===== src/rtl/rx_cmd_ctrl.sv =====
// rx_cmd_ctrl
//   Turns UART receive bytes into register-file commands.
//   Write frame: 0xAA, address, data. The register file gets one WrEn pulse.
//   Read frame:  0xBB, address. The register file gets one RdEn pulse. The
//                returned RdData is handed to the transmitter with TX_D_VLD.
//   A byte with a parity or framing error, an unknown command byte, or a stall
//   longer than TIMEOUT cycles abandons the frame and pulses cmd_err.
//
// Ports
//   CLK, RST          clock; asynchronous active-high reset
//   RX_P_DATA/RX_D_VLD, RX_PAR_ERR/RX_FRM_ERR   receive byte, its strobe and its error flags
//   RdData/RdData_Valid                          read data returned by the register file
//   TX_Busy                                      transmitter busy level
//   Address, WrEn, WrData, RdEn                  register-file command outputs
//   TX_P_DATA, TX_D_VLD                          byte handed to the transmitter
//   cmd_err                                      one-cycle protocol error pulse
module rx_cmd_ctrl #(
  parameter int ADDR_WIDTH = 4,
  parameter int TIMEOUT    = 1023
) (
  input  logic                  CLK,
  input  logic                  RST,
  input  logic [7:0]            RX_P_DATA,
  input  logic                  RX_D_VLD,
  input  logic                  RX_PAR_ERR,
  input  logic                  RX_FRM_ERR,
  input  logic [7:0]            RdData,
  input  logic                  RdData_Valid,
  input  logic                  TX_Busy,
  output logic [ADDR_WIDTH-1:0] Address,
  output logic                  WrEn,
  output logic [7:0]            WrData,
  output logic                  RdEn,
  output logic [7:0]            TX_P_DATA,
  output logic                  TX_D_VLD,
  output logic                  cmd_err
);

  localparam int CNT_W = $clog2(TIMEOUT + 1);

  typedef enum logic [2:0] {
    IDLE, WR_ADDR, WR_DATA, RD_ADDR, RD_WAIT, TX_SEND
  } state_t;

  state_t                  state_q;
  logic [CNT_W-1:0]        tmo_cnt_q;
  logic [ADDR_WIDTH-1:0]   addr_q;
  logic [7:0]              wr_data_q;
  logic [7:0]              tx_data_q;
  logic                    wr_en_q;
  logic                    rd_en_q;
  logic                    tx_vld_q;
  logic                    cmd_err_q;

  logic byte_ok;
  logic byte_bad;
  logic tmo_hit;
  logic counting;

  assign byte_ok  = RX_D_VLD & ~RX_PAR_ERR & ~RX_FRM_ERR;
  assign byte_bad = RX_D_VLD & (RX_PAR_ERR | RX_FRM_ERR);
  assign tmo_hit  = (tmo_cnt_q == CNT_W'(TIMEOUT));
  assign counting = (state_q == WR_ADDR) || (state_q == WR_DATA) ||
                    (state_q == RD_ADDR) || (state_q == RD_WAIT);

  // Every transition below also clears the timeout counter; the later
  // non-blocking assignment overrides the increment.
  always_ff @(posedge CLK or posedge RST) begin
    if (RST) begin
      state_q   <= IDLE;
      tmo_cnt_q <= '0;
      addr_q    <= '0;
      wr_data_q <= '0;
      tx_data_q <= '0;
      wr_en_q   <= 1'b0;
      rd_en_q   <= 1'b0;
      tx_vld_q  <= 1'b0;
      cmd_err_q <= 1'b0;
    end else begin
      wr_en_q   <= 1'b0;
      rd_en_q   <= 1'b0;
      tx_vld_q  <= 1'b0;
      cmd_err_q <= 1'b0;
      if (counting && !tmo_hit) begin
        tmo_cnt_q <= tmo_cnt_q + CNT_W'(1);
      end

      case (state_q)
        IDLE: begin
          if (byte_ok && RX_P_DATA == 8'hAA) begin
            state_q   <= WR_ADDR;
            tmo_cnt_q <= '0;
          end else if (byte_ok && RX_P_DATA == 8'hBB) begin
            state_q   <= RD_ADDR;
            tmo_cnt_q <= '0;
          end else if (RX_D_VLD) begin
            // Unknown command or errored byte: report it and stay put.
            cmd_err_q <= 1'b1;
          end
        end

        WR_ADDR, WR_DATA, RD_ADDR: begin
          if (byte_ok) begin
            tmo_cnt_q <= '0;
            if (state_q == WR_ADDR) begin
              addr_q  <= RX_P_DATA[ADDR_WIDTH-1:0];
              state_q <= WR_DATA;
            end else if (state_q == WR_DATA) begin
              wr_data_q <= RX_P_DATA;
              wr_en_q   <= 1'b1;
              state_q   <= IDLE;
            end else begin
              addr_q  <= RX_P_DATA[ADDR_WIDTH-1:0];
              rd_en_q <= 1'b1;
              state_q <= RD_WAIT;
            end
          end else if (byte_bad || tmo_hit) begin
            cmd_err_q <= 1'b1;
            state_q   <= IDLE;
            tmo_cnt_q <= '0;
          end
        end

        RD_WAIT: begin
          // A stray byte is dropped and reported, but the read stays pending.
          if (RX_D_VLD) begin
            cmd_err_q <= 1'b1;
          end
          if (RdData_Valid) begin
            tx_data_q <= RdData;
            state_q   <= TX_SEND;
            tmo_cnt_q <= '0;
          end else if (!RX_D_VLD && tmo_hit) begin
            cmd_err_q <= 1'b1;
            state_q   <= IDLE;
            tmo_cnt_q <= '0;
          end
        end

        TX_SEND: begin
          // No timeout here: a busy transmitter may hold us indefinitely.
          if (RX_D_VLD) begin
            cmd_err_q <= 1'b1;
          end
          if (!TX_Busy) begin
            tx_vld_q  <= 1'b1;
            state_q   <= IDLE;
            tmo_cnt_q <= '0;
          end
        end

        default: begin
          state_q   <= IDLE;
          tmo_cnt_q <= '0;
        end
      endcase
    end
  end

  assign Address   = addr_q;
  assign WrEn      = wr_en_q;
  assign WrData    = wr_data_q;
  assign RdEn      = rd_en_q;
  assign TX_P_DATA = tx_data_q;
  assign TX_D_VLD  = tx_vld_q;
  assign cmd_err   = cmd_err_q;

endmodule


===== config.mk =====
export PLATFORM = sky130hd
export DESIGN_NAME = rx_cmd_ctrl
export DESIGN_NICKNAME = d
export VERILOG_FILES = /design/src/rtl/rx_cmd_ctrl.sv
export SDC_FILE = /design/constraint.sdc
export NUM_CORES = 1
export LEC_CHECK = 0
export CAP_MARGIN = 5
export CORE_MARGIN = 8
export CORE_UTILIZATION = 43
export CTS_BUF_LIST = sky130_fd_sc_hd__clkbuf_8
export DETAILED_ROUTE_END_ITERATION = 12
export PLACE_DENSITY_LB_ADDON = 0.25
export SLEW_MARGIN = 20
export SYNTH_ARGS = -nofsm -noshare
export SYNTH_HDL_FRONTEND = slang
export SYNTH_SLANG_ARGS = --single-unit

===== constraint.sdc =====
create_clock -name CLK -period 6.35 [get_ports CLK]
set_clock_uncertainty 0.15 [all_clocks]
set_input_delay 1.27 -clock CLK [delete_from_list [all_inputs] [get_ports CLK]]
set_output_delay 1.27 -clock CLK [all_outputs]
set_load 0.05 [all_outputs]

### After elaboration in Yosys (flattened, before gate mapping)

Index checks and enable logic that the tools add are counted.

* flip-flop bits (word level): 37
* bits in latches: 0
* memory bits (writable): 0
* ROM bits: 0
* bits of input ports: 23
* output and inout port bits: 24
* logic and storage cells: 85
* memories: 0

* add/subtract/negate cells: 1
* multiply operators: 0
* div/mod/pow operators: 0
* order comparisons: 0
* eq/ne operators: 13
* shift-type cells: 0
* multiplexer cells: 39
* bitwise operators: 7
* reductions and logical operators: 16

Operators by type and width (number)
* $mux W10: 8
* $pmux W10 S4: 1
* $mux W3: 9
* $mux W1: 17
* $eq A8 B8 Y1 const B: 2
* $pmux W3 S4: 1
* $add A10 B1 Y10 const B: 1
* $eq A10 B10 Y1 const B: 1
* $mux W4: 2
* $reduce_and A4 Y1: 2
* $eq A3 B2 Y1 const B: 2
* $eq A3 B3 Y1 const B: 2
* $ne A3 B3 Y1 const B: 2
* $logic_and A1 B1 Y1: 4
* $logic_or A1 B1 Y1: 4
* $ne A2 B2 Y1 const B: 2
* $pmux W1 S4: 1
* $and A1 B1 Y1: 3
* $eq A3 B1 Y1 const B: 1
* $logic_not A3 Y1: 1
* $ne A3 B2 Y1 const B: 1
* $not A1 Y1: 3
* $reduce_and A3 Y1: 1
* $reduce_or A3 Y1: 1
* 3 further kinds: 4

### Depth between registers and ports, before layout

Gate-level depths: netlist of run 1.

* word-level depth: 9
* depth in mapped cells: 6
* depth with buffers taken out: 5

### Worst setup path after synthesis of run 1

Ideal clock, no wire load.

* kind: input port to flip-flop
* start point: in RX_FRM_ERR
* end point: reg wr_data_q[0] (netlist: WrData[0])
* library setup time: 0.125 ns
* arrival time: 2.463 ns
* data required time: 6.075 ns
* path slack: 3.612 ns
* stages on the path: 4
* buffers on the path: 1
* cell sequence: or3b_1 -> or3_1 -> buf_6 -> mux2_4

* longest elaborated chain between the ends: 3

Ends and longest elaborated chain
* start: declaration: RTL line 26 `input logic RX_FRM_ERR,`
* $not A1 Y1: RTL line 60 `assign byte_ok = RX_D_VLD & ~RX_PAR_ERR & ~RX_FRM_ERR;`
* $and A1 B1 Y1: RTL line 60
* $reduce_and A4 Y1 (no source line)
* end signal: assignment: RTL line 73 `wr_data_q <= '0;`
* end signal: assignment: RTL line 109 `wr_data_q <= RX_P_DATA;`
* end: declaration: RTL line 48 `logic [7:0] wr_data_q;`

No other way between the ends.
A chain may end at the register's enable or synchronous reset.

### Worst setup path in the final report of run 1

* start point: in RX_D_VLD
* end point: reg tmo_cnt_q[8]

* longest elaborated chain between the ends: 6
* elaborated cells on any way between the ends: 15
* those cells by class: mux (7); bitwise (3); reduce/logical (5)

Ends and longest elaborated chain
* start: declaration: RTL line 24 `input logic RX_D_VLD,`
* $and A1 B1 Y1 (2 in a row): RTL line 60
* $logic_and A1 B1 Y1: RTL line 93 `end else if (byte_ok && RX_P_DATA == 8'hBB) begin`
* $mux W10: RTL line 93
* $mux W10: RTL line 90 `if (byte_ok && RX_P_DATA == 8'hAA) begin`
* $pmux W10 S4 *: RTL line 88 `case (state_q)`
* end signal: assignment: RTL line 85 `tmo_cnt_q <= tmo_cnt_q + CNT_W'(1);`
* end: declaration: RTL line 46 `logic [CNT_W-1:0] tmo_cnt_q;`

Mark *: on every way between the ends. The rest lies on a longest branch, timed or not.

==> results of run 1 <==
[worst max path at each step]
stage | from | to | slack, ps
final | RX_D_VLD | tmo_cnt_q[8] | 2940
after global routing | RX_D_VLD | tmo_cnt_q[8] | 2790
after CTS | RX_D_VLD | tmo_cnt_q[8] | 2970
after detailed placement | RX_D_VLD | tmo_cnt_q[8] | 2660
after global placement | RX_D_VLD | tmo_cnt_q[8] | 2730
after floorplan | RX_FRM_ERR | WrData[0] | 3610
[registers in the layout (all words and copies together) (netlist names)]
| register | cells |
|---|---|
| Address | 4 |
| RdEn | 1 |
| TX_D_VLD | 1 |
| TX_P_DATA | 8 |
| WrData | 8 |
| WrEn | 1 |
| cmd_err | 1 |
| state_q | 3 |
| tmo_cnt_q | 10 |
[logic make-up after synthesis]
family,synth area share [%]
flops,50.7
xor+xnor,0.479
fa+ha+maj,0.684
buf+inv,3.42
compound gates,12.8
mux,15.1
simple gates,16.9
[layout make-up]
cell class	count	area share [%]
Tap cell	50	2.61
Clock inverter	3	0.574
Sequential cell	37	38.6
Inverter	4	0.626
Clock buffer	5	2.87
Multi-Input combinational cell	108	35.2
Timing Repair Buffer	47	19.5
[power groups by stage]
stage	Clock, uW	Combinational (uW)	Sequential (uW)
after global placement	0	489	357
final	155	492	358
after detailed placement	0	496	361
after global routing	170	519	368
after CTS	160	497	358
after floorplan	0	175	526
[metrics by stage]
step | setup slack (ps) | instance area [um^2] | power [uW] | instances
floorplan | 3610 | 1830 | 701 | 158
finish | 2940 | 2400 | 1010 | 254
detailed placement | 2660 | 2310 | 858 | 246
CTS | 2970 | 2390 | 1020 | 254
global placement | 2730 | 2310 | 846 | 246
global route | 2790 | 2400 | 1060 | 254
[worst max-delay path, delay by kind of cell]
family	cells	cell delay (ps)
AO/OA/AOI/OAI	2	1020
AND/OR/NAND/NOR	1	580
buffers and inverters	1	500
[synthesized netlist by cell type (all sizes together), types with 3 or more instances]
cell type	instances
nor3b	3
nor3	3
dfrtp	37
mux2	20
o21ai	8
buf	4
a211oi	3
nand3	5
nor2	3
a22oi	6
a21oi	5
or3	4
clkbuf	5
and4	3
nand2	10
inv	4
and2	3
nand4	3
[metal layers]
| layer | track usage (%) | vias up | routed length (um) |
|---|---|---|---|
| li1 | - | 685 | - |
| met1 | 14.8 | 707 | 1760 |
| met2 | 22.1 | 34 | 2190 |
| met3 | 4.30 | 6 | 255 |
| met4 | 4.46 | 0 | 43 |
| met5 | 0 | - | 0 |
==> impl_metrics.toml, run 1 <==
[run_status]
status = "complete, no violations"

[yosys]
yosys.area.top_type_share_pct = 50.7
async_flop_share_pct = 100
ys_seq_area_share_pct = 50.7
yosysUniqueCellTypes = 45
synth_top_area_cell = "dfrtp_1"
ys_seq_elements = 37
syn_inst = 158
avgSynthCellArea_um2 = 11.6
synth_ff_type = "dfrtp_1"
syn_nets = 182
synth_area_mm2 = 0.00183
synth_edf_count = 0
synth-warning-count = 0
yosys-top-cells-area = "dfrtp_1, mux2_2, mux2_4"

[worst_setup_path]
reg2reg_slack_ps = 3600
critical_path.startpoint_type = "primary input"
r2r_end = "tmo_cnt_q[8]"
worst_setup_path_end_kind = "register"
crit_path_top_delay_cell = "a32oi_1"
arrival_ps = 3370
cp_cell_sequence = "clkdlybuf4s50_1, or4b_1, a32oi_1, a221oi_1"
worstPathMaxFanout = 12
worst-setup-path-type = "in -> reg"
cp.required_ps = 6310
r2r_start = "tmo_cnt_q[0]"
slowest_delay_ps = 790
reg2reg_depth = 5

[hold_path]
min_path_cells = 1
hold_class = "reg -> reg"
min_to = "TX_P_DATA[4]"
min_from = "TX_P_DATA[4]"

[timing]
drv_slew = 0
fin_setup_tns_ps = 0
min_period_ps = 3410
tightest_slew_ps = 1050
final.period_utilization_pct = 53.6
timing.hold.ws_ps = 358
setup_violations = 0
rsz0062_at_grt = "no"
fmax_mhz = 294
hold_viol = 0
slew_headroom_pct = 30.1

[floorplan]
die_area_mm2 = 0.00659
initial_utilization_pct = 45.1
ios = 47
die_h_um = 81.2
die_w_um = 81.2
row_count = 23
core-area_mm2 = 0.00406

[global_routing]
grt_first_pass_wirelength_um = 6810
grtUsageTotal_pct = 13.0
grt_antenna_before_repair = 0
grt_pass1_vias = 1439
overflow = 0
grt_max_degree = 38

[placement]
hpwl_um = 3170
gp_congestion = 0.789
port_buffers = 46

[power_and_ir_drop]
p_clk_share_pct = 15.4
p_sw_share_pct = 43.6
ir_drop_mv = 0.241
power.leakage_uw = 0.00104
comb_power_share_pct = 49.0
intPower_uw = 568
power_density_mw_per_mm2 = 419
p_sw_uw = 438
p_seq_share_pct = 35.6

[cts]
clockRootBuffer = "clkbuf_8"
clock_path_buffers = 2
cts.sinks = 37
numCtsBuffers = 5
clkTransAtPathRegs_ps = 70
post_cts_buffers = 0
clock_latency_ps = 280
cts-hold-fix-buffers = 0
cts_resized = 0
htreeDepth = 2
cts_tree = "built"

[drt]
drc = 0
wl_um = 4250
vias_per_cell = 5.64
drtIter0Drc = 53
drt_pre_antenna_iters = 4
final_antenna_net_count = 0
routedWlPerCell_um = 16.7
via_count = 1432

[cells_and_area]
fin_nets = 227
multiInputGateArea_um2 = 845
final_cell_mix = "clkdlybuf4s50_1, dfrtp_1, mux2_2"
layout_commonest_cell = "clkdlybuf4s50_1"
syn_to_final_growth_pct = 31.2
fillers = 318
diodes = 0
fin_util_pct = 59.1
drive_above_1_share_pct = 15.2
seqCellArea_um2 = 926

[run]
max_cap_viol_count = 0
Power figures use the tool's default switching activity.
==> run 2: changes to the inputs <==
==> constraint.sdc (replaced) <==
create_clock -name CLK -period 3.3 [get_ports CLK]
set_clock_uncertainty 0.15 [all_clocks]
set_input_delay 0.66 -clock CLK [delete_from_list [all_inputs] [get_ports CLK]]
set_output_delay 0.66 -clock CLK [all_outputs]
set_load 0.05 [all_outputs]
==> run 2 against run 1 <==
- clock-buffer cell count unchanged
- combinational power up 94%
- sequential cell count unchanged
- power up 93%
- critical endpoint is now WrData[2]
- final area up 0.73%
- largest cell class unchanged
- register-to-register slack worse by 2600 ps
- non-clock buffer count up 3
- final cell count up 1.2%
- global-route usage up 0.66 points
- sequential share of layout area down 0.28 points
- sequential power up 92%
- utilization up 0.43 points
==> impl_metrics.toml, run 2 (synthesis results as in run 1) <==
[worst_setup_path]
arrival_ps = 2530
slowest_delay_ps = 600
worst-setup-path-type = "in -> reg"
worst_setup_path_end_kind = "register"
cp_cell_sequence = "clkdlybuf4s50_1, or3b_1, or3_1, mux2_4"
critical_path.startpoint_type = "primary input"
crit_path_top_delay_cell = "or3_1"
cp_top_family = "simple AND/OR/NAND/NOR gates"
worstPathMaxFanout = 9
cp.required_ps = 3320
crit_buf_inv = 1

[drt]
drt_pre_antenna_iters = 4
wl_met3_um = 259
vias_per_cell = 5.59
drtIter0Drc = 107
top_layer_used = "met4"
dr_wl_met2_um = 2160
routedWlPerCell_um = 16.6
drc = 0
final_antenna_net_count = 0
via_count = 1436
wl_um = 4280
wl_met1_um = 1800

[cts]
cts.sinks = 37
cts_resized = 0
cts_tree = "built"
clock_path_buffers = 2
clockRootBuffer = "clkbuf_8"
clkTransAtPathRegs_ps = 70
htreeDepth = 2
post_cts_buffers = 0
cts-hold-fix-buffers = 0
numCtsBuffers = 5
clock_latency_ps = 290

[timing]
hold_viol = 0
tightest_slew_ps = 536
drv_slew = 0
final.period_utilization_pct = 75.9
timing.hold.ws_ps = 355
fmax_mhz = 399
fin_setup_tns_ps = 0
setup_violations = 0
slew_headroom_pct = 64.3
rsz0062_at_grt = "no"
min_period_ps = 2510

[global_routing]
grt_pass1_vias = 1505
overflow = 0
grt_max_degree = 38
grtUsageTotal_pct = 13.6
grt_antenna_before_repair = 0
grt_first_pass_wirelength_um = 7050

[run_status]
status = "complete, no violations"

[cells_and_area]
layout_commonest_cell = "clkdlybuf4s50_1"
fin_nets = 230
largest_reg_flops = 10
final_cell_mix = "clkdlybuf4s50_1, dfrtp_1, mux2_2"
fillers = 341
diodes = 0
largest_register = "tmo_cnt_q"
syn_to_final_growth_pct = 32.2
instances_no_fill = 257
drive_above_1_share_pct = 15.9

[floorplan]
die_area_mm2 = 0.00659
core-area_mm2 = 0.00406
die_w_um = 81.2
ios = 47
die_h_um = 81.2
initial_utilization_pct = 45.1
row_count = 23

[placement]
dp.cells = 249
port_buffers = 46
hpwl_um = 3190
gp_congestion = 0.813

[run]
max_cap_viol_count = 0

[power_and_ir_drop]
power.leakage_uw = 0.00106
ir_drop_mv = 0.382
power_density_mw_per_mm2 = 804

[hold_path]
hold_class = "reg -> reg"
[run 2: changes by cell type in the layout (fill, tap and decap cells not counted)]
cell,previous run,this run
buf_4,1,4
nor3b_1,2,3
nor3b_2,1,0
[run 2: worst register-to-register path: stages (launching register included)]
cell	delay (ps)
dfrtp_1	410
ha_1	210
nand3_1	180
or4b_1	580
a32oi_1	300
buf_4	240
a22oi_1	110
[run 2: area by class of cell]
cell class | instances | area, um^2 | share of cell area [%]
Clock buffer | 5 | 68.8 | 2.85
Multi-Input combinational cell | 108 | 840 | 34.7
Tap cell | 50 | 62.6 | 2.59
Inverter | 4 | 15.0 | 0.621
Timing Repair Buffer | 50 | 490 | 20.3
Clock inverter | 3 | 13.8 | 0.570
Sequential cell | 37 | 926 | 38.3
[run 2: power by group]
| part | internal [uW] | switching, uW | leakage [uW] |
|---|---|---|---|
| Combinational | 376 | 580 | 0.000523 |
| Sequential | 578 | 110 | 0.000486 |
| Clock | 143 | 155 | 0.0000491 |
[run 2: path summary, 6_finish.rpt]
path	start	to	slack (ps)	cells past startpoint
max reg2reg	tmo_cnt_q[0]	tmo_cnt_q[3]	980	6
min in group asynchronous	RST	WrEn	640	3
min	TX_P_DATA[7]	TX_P_DATA[7]	350	1
max in group asynchronous	RST	state_q[1]	2030	3
max	RX_D_VLD	WrData[2]	790	4
min reg2reg	TX_P_DATA[7]	TX_P_DATA[7]	350	1
[run 2: layer usage]
layer	track usage (%)	vias to the layer above
met5	0	-
met4	5.00	0
met1	15.9	704
met2	23.3	31
met3	3.86	6
li1	-	695
[run 2: per-stage QoR]
stage / instance area, um^2 / utilization [%] / setup WS, ps / total power, uW
after floorplan: 1830 / - / 1170 / 1350
after global placement: 2330 / 57.5 / 522 / 1640
after detailed placement: 2330 / 57.5 / 492 / 1660
after CTS: 2420 / 59.5 / 801 / 1960
after global routing: 2420 / 59.5 / 729 / 2050
final: 2420 / 59.5 / 795 / 1940
